**src/rtl/rv_multicycle_ctrl.sv**
```systemverilog
// Multi-cycle RV32I control FSM: FETCH/DECODE/EXEC/MEM/WB sequencing with TRAP on illegal opcode or memory timeout.
// Optional RV_MC_PERF_CNT_EN adds cycle_cnt / instret_cnt performance counters.
module rv_multicycle_ctrl #(
  parameter int OPW     = 7,
  parameter int TIMEOUT = 255
) (
  input  logic           clk,
  input  logic           rst,
  input  logic [OPW-1:0] opcode,
  input  logic           br_taken,
  input  logic           mem_ready,
  output logic           mem_req,
  output logic           mem_we,
  output logic           mem_addr_sel,
  output logic           ir_we,
  output logic           pc_we,
  output logic [1:0]     pc_sel,
  output logic [2:0]     imm_type,
  output logic           alu_src_b,
  output logic           reg_we,
  output logic [1:0]     wb_sel,
  output logic           busy,
  output logic           trap,
  output logic [2:0]     state_o
`ifdef RV_MC_PERF_CNT_EN
  ,
  output logic [31:0]    cycle_cnt,
  output logic [31:0]    instret_cnt
`endif
);

  typedef enum logic [2:0] {
    S_FETCH  = 3'd0,
    S_DECODE = 3'd1,
    S_EXEC   = 3'd2,
    S_MEM    = 3'd3,
    S_WB     = 3'd4,
    S_TRAP   = 3'd7
  } state_t;

  typedef enum logic [2:0] {
    C_OP, C_OPIMM, C_LOAD, C_STORE, C_BRANCH, C_JAL, C_JALR, C_ILL
  } cls_t;

  localparam logic [OPW-1:0] OPC_LOAD   = OPW'(7'b0000011);
  localparam logic [OPW-1:0] OPC_OPIMM  = OPW'(7'b0010011);
  localparam logic [OPW-1:0] OPC_STORE  = OPW'(7'b0100011);
  localparam logic [OPW-1:0] OPC_BRANCH = OPW'(7'b1100011);
  localparam logic [OPW-1:0] OPC_JAL    = OPW'(7'b1101111);
  localparam logic [OPW-1:0] OPC_JALR   = OPW'(7'b1100111);
  localparam logic [OPW-1:0] OPC_OP     = OPW'(7'b0110011);

  localparam int CW = $clog2(TIMEOUT + 2);

  state_t          state, state_nxt;
  cls_t            cls, dec_cls;
  logic [CW-1:0]   tmo_cnt, tmo_nxt;
  logic            ir_we_c, pc_we_c, reg_we_c, mem_we_c;
  logic            waiting;

  function automatic logic [2:0] imm_of(input cls_t c);
    case (c)
      C_LOAD, C_OPIMM, C_JALR: imm_of = 3'd0;
      C_STORE:                 imm_of = 3'd1;
      C_BRANCH:                imm_of = 3'd2;
      C_JAL:                   imm_of = 3'd3;
      default:                 imm_of = 3'd7;
    endcase
  endfunction

  always_comb begin
    dec_cls = C_ILL;
    case (opcode)
      OPC_LOAD:   dec_cls = C_LOAD;
      OPC_OPIMM:  dec_cls = C_OPIMM;
      OPC_STORE:  dec_cls = C_STORE;
      OPC_BRANCH: dec_cls = C_BRANCH;
      OPC_JAL:    dec_cls = C_JAL;
      OPC_JALR:   dec_cls = C_JALR;
      OPC_OP:     dec_cls = C_OP;
      default:    dec_cls = C_ILL;
    endcase
  end

  always_ff @(posedge clk) begin
    if (rst) begin
      state   <= S_FETCH;
      cls     <= C_OP;
      tmo_cnt <= '0;
    end else begin
      state   <= state_nxt;
      tmo_cnt <= tmo_nxt;
      if (state == S_DECODE) cls <= dec_cls;
    end
  end

  always_comb begin
    state_nxt    = state;
    mem_req      = 1'b0;
    mem_we_c     = 1'b0;
    mem_addr_sel = 1'b0;
    ir_we_c      = 1'b0;
    pc_we_c      = 1'b0;
    pc_sel       = 2'd0;
    imm_type     = 3'd7;
    alu_src_b    = 1'b0;
    reg_we_c     = 1'b0;
    wb_sel       = 2'd0;
    busy         = 1'b1;
    trap         = 1'b0;
    case (state)
      S_FETCH: begin
        mem_req = 1'b1;
        if (mem_ready) begin
          ir_we_c   = 1'b1;
          state_nxt = S_DECODE;
        end
      end
      S_DECODE: state_nxt = (dec_cls == C_ILL) ? S_TRAP : S_EXEC;
      S_EXEC: begin
        imm_type  = imm_of(cls);
        alu_src_b = !(cls == C_OP || cls == C_BRANCH);
        case (cls)
          C_BRANCH: begin
            pc_we_c   = 1'b1;
            pc_sel    = br_taken ? 2'd1 : 2'd0;
            state_nxt = S_FETCH;
          end
          C_JAL: begin
            pc_we_c   = 1'b1;
            pc_sel    = 2'd1;
            state_nxt = S_WB;
          end
          C_JALR: begin
            pc_we_c   = 1'b1;
            pc_sel    = 2'd2;
            state_nxt = S_WB;
          end
          C_LOAD, C_STORE: state_nxt = S_MEM;
          default:         state_nxt = S_WB;
        endcase
      end
      S_MEM: begin
        imm_type     = imm_of(cls);
        mem_req      = 1'b1;
        mem_addr_sel = 1'b1;
        mem_we_c     = (cls == C_STORE);
        if (mem_ready) begin
          if (cls == C_STORE) begin
            pc_we_c   = 1'b1;
            state_nxt = S_FETCH;
          end else begin
            state_nxt = S_WB;
          end
        end
      end
      S_WB: begin
        imm_type  = imm_of(cls);
        reg_we_c  = 1'b1;
        if (cls == C_LOAD)                       wb_sel = 2'd1;
        else if (cls == C_JAL || cls == C_JALR)  wb_sel = 2'd2;
        pc_we_c   = !(cls == C_JAL || cls == C_JALR);
        state_nxt = S_FETCH;
      end
      S_TRAP: begin
        busy = 1'b0;
        trap = 1'b1;
      end
      default: state_nxt = S_TRAP;
    endcase

    // Stalled memory request: the counter tracks consecutive wait cycles within one state.
    waiting = mem_req && !mem_ready;
    if (TIMEOUT != 0 && waiting && tmo_cnt == CW'(TIMEOUT - 1))
      state_nxt = S_TRAP;
    tmo_nxt = (TIMEOUT != 0 && waiting && state_nxt == state) ? tmo_cnt + 1'b1 : '0;
  end

  // A reset cycle abandons the instruction, so no architectural write may escape it.
  assign ir_we   = ir_we_c  & ~rst;
  assign pc_we   = pc_we_c  & ~rst;
  assign reg_we  = reg_we_c & ~rst;
  assign mem_we  = mem_we_c & ~rst;
  assign state_o = state;

`ifdef RV_MC_PERF_CNT_EN
  always_ff @(posedge clk) begin
    if (rst) begin
      cycle_cnt   <= '0;
      instret_cnt <= '0;
    end else begin
      if (busy)  cycle_cnt   <= cycle_cnt + 32'd1;
      if (pc_we) instret_cnt <= instret_cnt + 32'd1;
    end
  end
`endif

endmodule
```
**config.mk**
```make
export PLATFORM = sky130hd
export DESIGN_NAME = rv_multicycle_ctrl
export DESIGN_NICKNAME = d
export VERILOG_FILES = /design/src/rtl/rv_multicycle_ctrl.sv
export SDC_FILE = /design/constraint.sdc
export NUM_CORES = 1
export LEC_CHECK = 0
export ABC_AREA = 0
export CELL_PAD_IN_SITES_DETAIL_PLACEMENT = 0
export CELL_PAD_IN_SITES_GLOBAL_PLACEMENT = 1
export CORE_AREA = 2 2 74 59
export DETAILED_ROUTE_END_ITERATION = 16
export DIE_AREA = 0 0 76 61
export PLACE_DENSITY = 0.67
export SYNTH_ARGS = -nofsm -noshare
export SYNTH_HDL_FRONTEND = slang
export SYNTH_SLANG_ARGS = --single-unit
export TNS_END_PERCENT = 100
```
**constraint.sdc**
```tcl
create_clock -name clk -period 5.5 [get_ports clk]
set_clock_uncertainty 0.15 [all_clocks]
set_input_delay 1.1 -clock clk [delete_from_list [all_inputs] [get_ports clk]]
set_output_delay 1.1 -clock clk [all_outputs]
set_load 0.02 [all_outputs]
```
== Yosys cells after proc, flatten, opt, wreduce, memory -nomap -nowiden ==
Cells that the tools add are included.
W data, S select, Z words.

* Multiplexer cells: 29
* Eq/ne operators: 21
* Reduce and logical (&&, ||, !) cells: 16
* $add $sub $neg: 1
* Bitwise gates (word level): 6

{| class="wikitable"
|+ Operators by type and width
! kind !! number
|-
| $eq A7 B7 Y1 const B || 3
|-
| $pmux W3 S7 || 1
|-
| $eq A3 B3 Y1 const B || 6
|-
| $mux W3 || 6
|-
| $pmux W3 S6 || 1
|-
| $eq A7 B6 Y1 const B || 2
|-
| $mux W1 || 13
|-
| $eq A3 B2 Y1 const B || 4
|-
| $pmux W3 S4 || 1
|-
| $add A9 B1 Y9 const B || 1
|-
| $eq A9 B8 Y1 const B || 1
|-
| $reduce_or A3 Y1 || 3
|-
| $mux W2 || 4
|-
| $eq A7 B2 Y1 const B || 1
|-
| $eq A7 B5 Y1 const B || 1
|-
| $eq A3 B1 Y1 const B || 2
|-
| $logic_not A3 Y1 || 2
|-
| $pmux W2 S3 || 1
|-
| $pmux W3 S2 || 1
|-
| $reduce_or A2 Y1 || 3
|-
| $and A1 B1 Y1 || 4
|-
| $eq A3 B3 Y1 || 1
|-
| $logic_and A1 B1 Y1 || 3
|-
| $logic_not A1 Y1 || 3
|-
| other kinds (3) || 5
|}

* Register bits: 15
* Word-level logic and storage cells: 76
* Bits of input ports: 11
* Output and inout port bits: 19

== Longest topological paths before layout ==
* Depth after elaboration: 10
* Mapped depth: 7
* Depth with buffers taken out: 6

== Worst setup path after synthesis ==
No wires, ideal clock.

* Kind: input to output
* Start: in rst
* End: out mem_we
* Data required time: 4.250 ns
* Setup slack: 2.236 ns
* Buffers on the path: 1
* Stages on the path: 2
* Arrival time: 2.014 ns
* Cell sequence: clkbuf_1 > nor4b_1

* Longest elaborated chain between the ends: 2

{| class="wikitable"
|+ RTL lines
! element !! line !! text
|-
| start: declaration || 8 || <nowiki>input logic rst,</nowiki>
|-
| $not A1 Y1 || 183 || <nowiki>assign mem_we = mem_we_c & ~rst;</nowiki>
|-
| $and A1 B1 Y1 || 183 ||
|-
| end: declaration || 13 || <nowiki>output logic mem_we,</nowiki>
|}

No other way between the ends.

== Worst setup path in the final report ==
* Start: in mem_ready
* End: out pc_we

* Longest elaborated chain between the ends: 3

{| class="wikitable"
|+ RTL lines
! element !! line !! text
|-
| start: declaration || 11 || <nowiki>input logic mem_ready,</nowiki>
|-
| $mux W1 || 148 || <nowiki>if (mem_ready) begin</nowiki>
|-
| $pmux W1 S3 || 111 || <nowiki>case (state)</nowiki>
|-
| $and A1 B1 Y1 || 181 || <nowiki>assign pc_we = pc_we_c & ~rst;</nowiki>
|-
| end: declaration || 16 || <nowiki>output logic pc_we,</nowiki>
|}

No other way between the ends.

==> impl_metrics.yaml <==
pwr:
  p_total_uw: 631
  p_per_area_nw_per_um2: 426
  ir_worst_vdd_uv: 137
  leakage_nw: 0.468
drt:
  remaining_drc_errors: 0
  routed_wl_um: 2840
  drtIter0Drc: 87
  routed_via_density: 5.08
  via_count: 1088
  drtAntennaViolNets: 0
  wl_per_cell_um: 13.3
  drtPass1Iterations: 4
clock_network:
  cts_buffer_depth: 2
  cts.clk_slew.worst_paths_ns: 0.06
  cts_max_level: 1
  cts_sinks: 15
  cts_inserted_buffers: 3
  root_buffer: "clkbuf_8"
  ctsResizeCount: 0
  clock_latency_ns: 0.24
  tritoncts: "done"
  post_cts_buffers: 0
  cts_hold_buf: 0
sta:
  holdWs_ns: 0.395
  setup_tns_ns: 0
  rsz0062_at_grt: "no"
  worst_pin_slew_ns: 0.828
  setup_violations: 0
  relSlewSlack_pct: 44.6
  hold_viol: 0
  fin_ws_ns: 1.24
  slew_viol_final: 0
  timing.final.crit_share_pct: 77.4
  min_period_ns: 4.26
  max_freq_ghz: 0.235
cells_and_area:
  antenna_cells: 0
  syn_to_final_growth_pct: 31.7
  fin_cells: 214
  post-route-util_pct: 38.2
  final_area_um2: 1480
  num-nets-final: 173
  drive_gt1_share_pct: 10.7
  seqCellArea_um2: 300
  multi_input_area_um2: 754
  n_fill_cell: 405
job:
  max_cap_viol_count: 0
placed_design:
  dp_hpwl_um: 2130
  gp_congestion: 0.734
  portBuffers: 29
  dp_slack_ns: 1.23
  placedCellCount: 210
  placed_area_um2: 1440
die:
  die_area_um2: 4640
  core-area_um2: 3880
  die_w_um: 76
  core.rowCount: 20
  io_pins: 30
  start_util_pct: 29.0
  die_h_um: 61
synth:
  synth-seq-cells: 15
  synth-async-reset-ratio_pct: 0
  synth_area_per_cell_um2: 8.39
  yosysWarnings: 0
  synth.most_common_cell: "dfxtp_1"
  ys_types: 43
  ys_top_cells_by_count: "dfxtp_1 (15), nor2_1 (13), nand2_1 (8), nor4_2 (8)"
  synth_nets: 147
  synth_seq_area_share_pct: 26.7
  netlist_area_um2: 1120
  yosys.area.top_type: "dfxtp_1"
  netlist_top_cells_area: "dfxtp_1 (27%), nor4_2 (8.9%), xnor2_1 (4.7%)"
  synth_top_area_share_pct: 26.7
  synth_edf_count: 0
  synth_cells: 134
  synth_flop_cell: "dfxtp_1"
global_routing:
  grt.total_usage_pct: 11.7
  grt_pass1_wl_um: 4420
  grt-ovfl-total: 0
  antenna_found_initial: 0
  grt_pass1_vias: 1000
  grt_max_degree: 14
setup_path:
  crit_type: "input pin to primary output"
  crit_required_ns: 4.25
  worst_path_max_delay_cell: "clkdlybuf4s50_1"
  cp.arrival_ns: 3.01
  critPathLaunchType: "input pin"
  worstPathMaxFanout: 6
  crit_chain: "clkdlybuf4s50_1 > nand4b_1 > o21a_1 > o221ai_1 > and3_1 > clkdlybuf4s50_1"
  cpPeakStageDelay_ns: 0.59
  crit_top_cell: "clkdlybuf4s50_1"
  endpoint_kind: "primary output"
run_status:
  status: "finished, final reports clean"
hold_path:
  hp-class: "flop to flop"
[flip-flops by register name, summed over array words and instances, names as in the netlist]
register	cells
tmo_cnt	9
cls	3
state_o	3
[cells by family (layout without fill, tap and decap cells)]
group,after synthesis,in the layout,share of synthesized area [%]
AO/OA/AOI/OAI,24,24,17.1
flip-flops,15,15,26.7
AND/OR/NAND/NOR,70,70,40.6
XOR/XNOR,8,8,6.23
multiplexers,1,1,0.890
adder cells (fa/ha/maj),2,2,2.22
buffers and inverters,14,39,6.23
[layer usage]
layer | routed length (um) | vias to the layer above | global-route usage, %
li1 | - | 541 | -
met1 | 1430 | 527 | 15.8
met2 | 1300 | 18 | 20.2
met3 | 88 | 2 | 1.79
met4 | 19 | 0 | 3.12
met5 | 0 | - | 0
[layout make-up]
type                       instances  share of cell area [%]
multi-input combinational        105                    50.9
sequential                        15                    20.3
timing repair buffer              29                    19.6
tap                               55                    4.65
clock buffer                       4                    3.04
inverter                           6                    1.52
[critical path: cells and delay by family]
family | cells | cell delay, ns
buf+inv | 2 | 1.16
compound gates | 2 | 0.40
simple gates | 2 | 0.34
[where the power goes]
| group | switching [mW] | total, mW | internal (mW) |
|---|---|---|---|
| clock network | 0.0379 | 0.0891 | 0.0512 |
| registers | 0.0660 | 0.196 | 0.130 |
| logic | 0.193 | 0.345 | 0.153 |
| total | 0.297 | 0.631 | 0.334 |
[placed cells by master, fill, tap and decap left out, types with 3 or more instances in the layout]
cell / n
nor2_1: 13
clkbuf_8: 3
dfxtp_1: 15
nor4_2: 8
xnor2_1: 6
nand2b_1: 6
inv_1: 6
a21oi_1: 3
clkdlybuf4s50_1: 29
and2_1: 3
nor3_1: 6
nand3_1: 6
nor2b_1: 4
nand2_1: 8
o21ai_0: 4
[worst paths after layout]
| check | startpoint | endpoint | slack (ns) | cells past startpoint |
|---|---|---|---|---|
| setup / recovery | mem_ready | pc_we | 1.24 | 6 |
| hold / removal | tmo_cnt[0]$_SDFF_PP0_ | tmo_cnt[0]$_SDFF_PP0_ | 0.39 | 1 |
| setup reg to reg | state_o[1]$_SDFF_PP0_ | tmo_cnt[3]$_SDFF_PP0_ | 3.26 | 4 |
| hold reg to reg | tmo_cnt[0]$_SDFF_PP0_ | tmo_cnt[0]$_SDFF_PP0_ | 0.39 | 1 |
(Power assumes the default switching activity.)
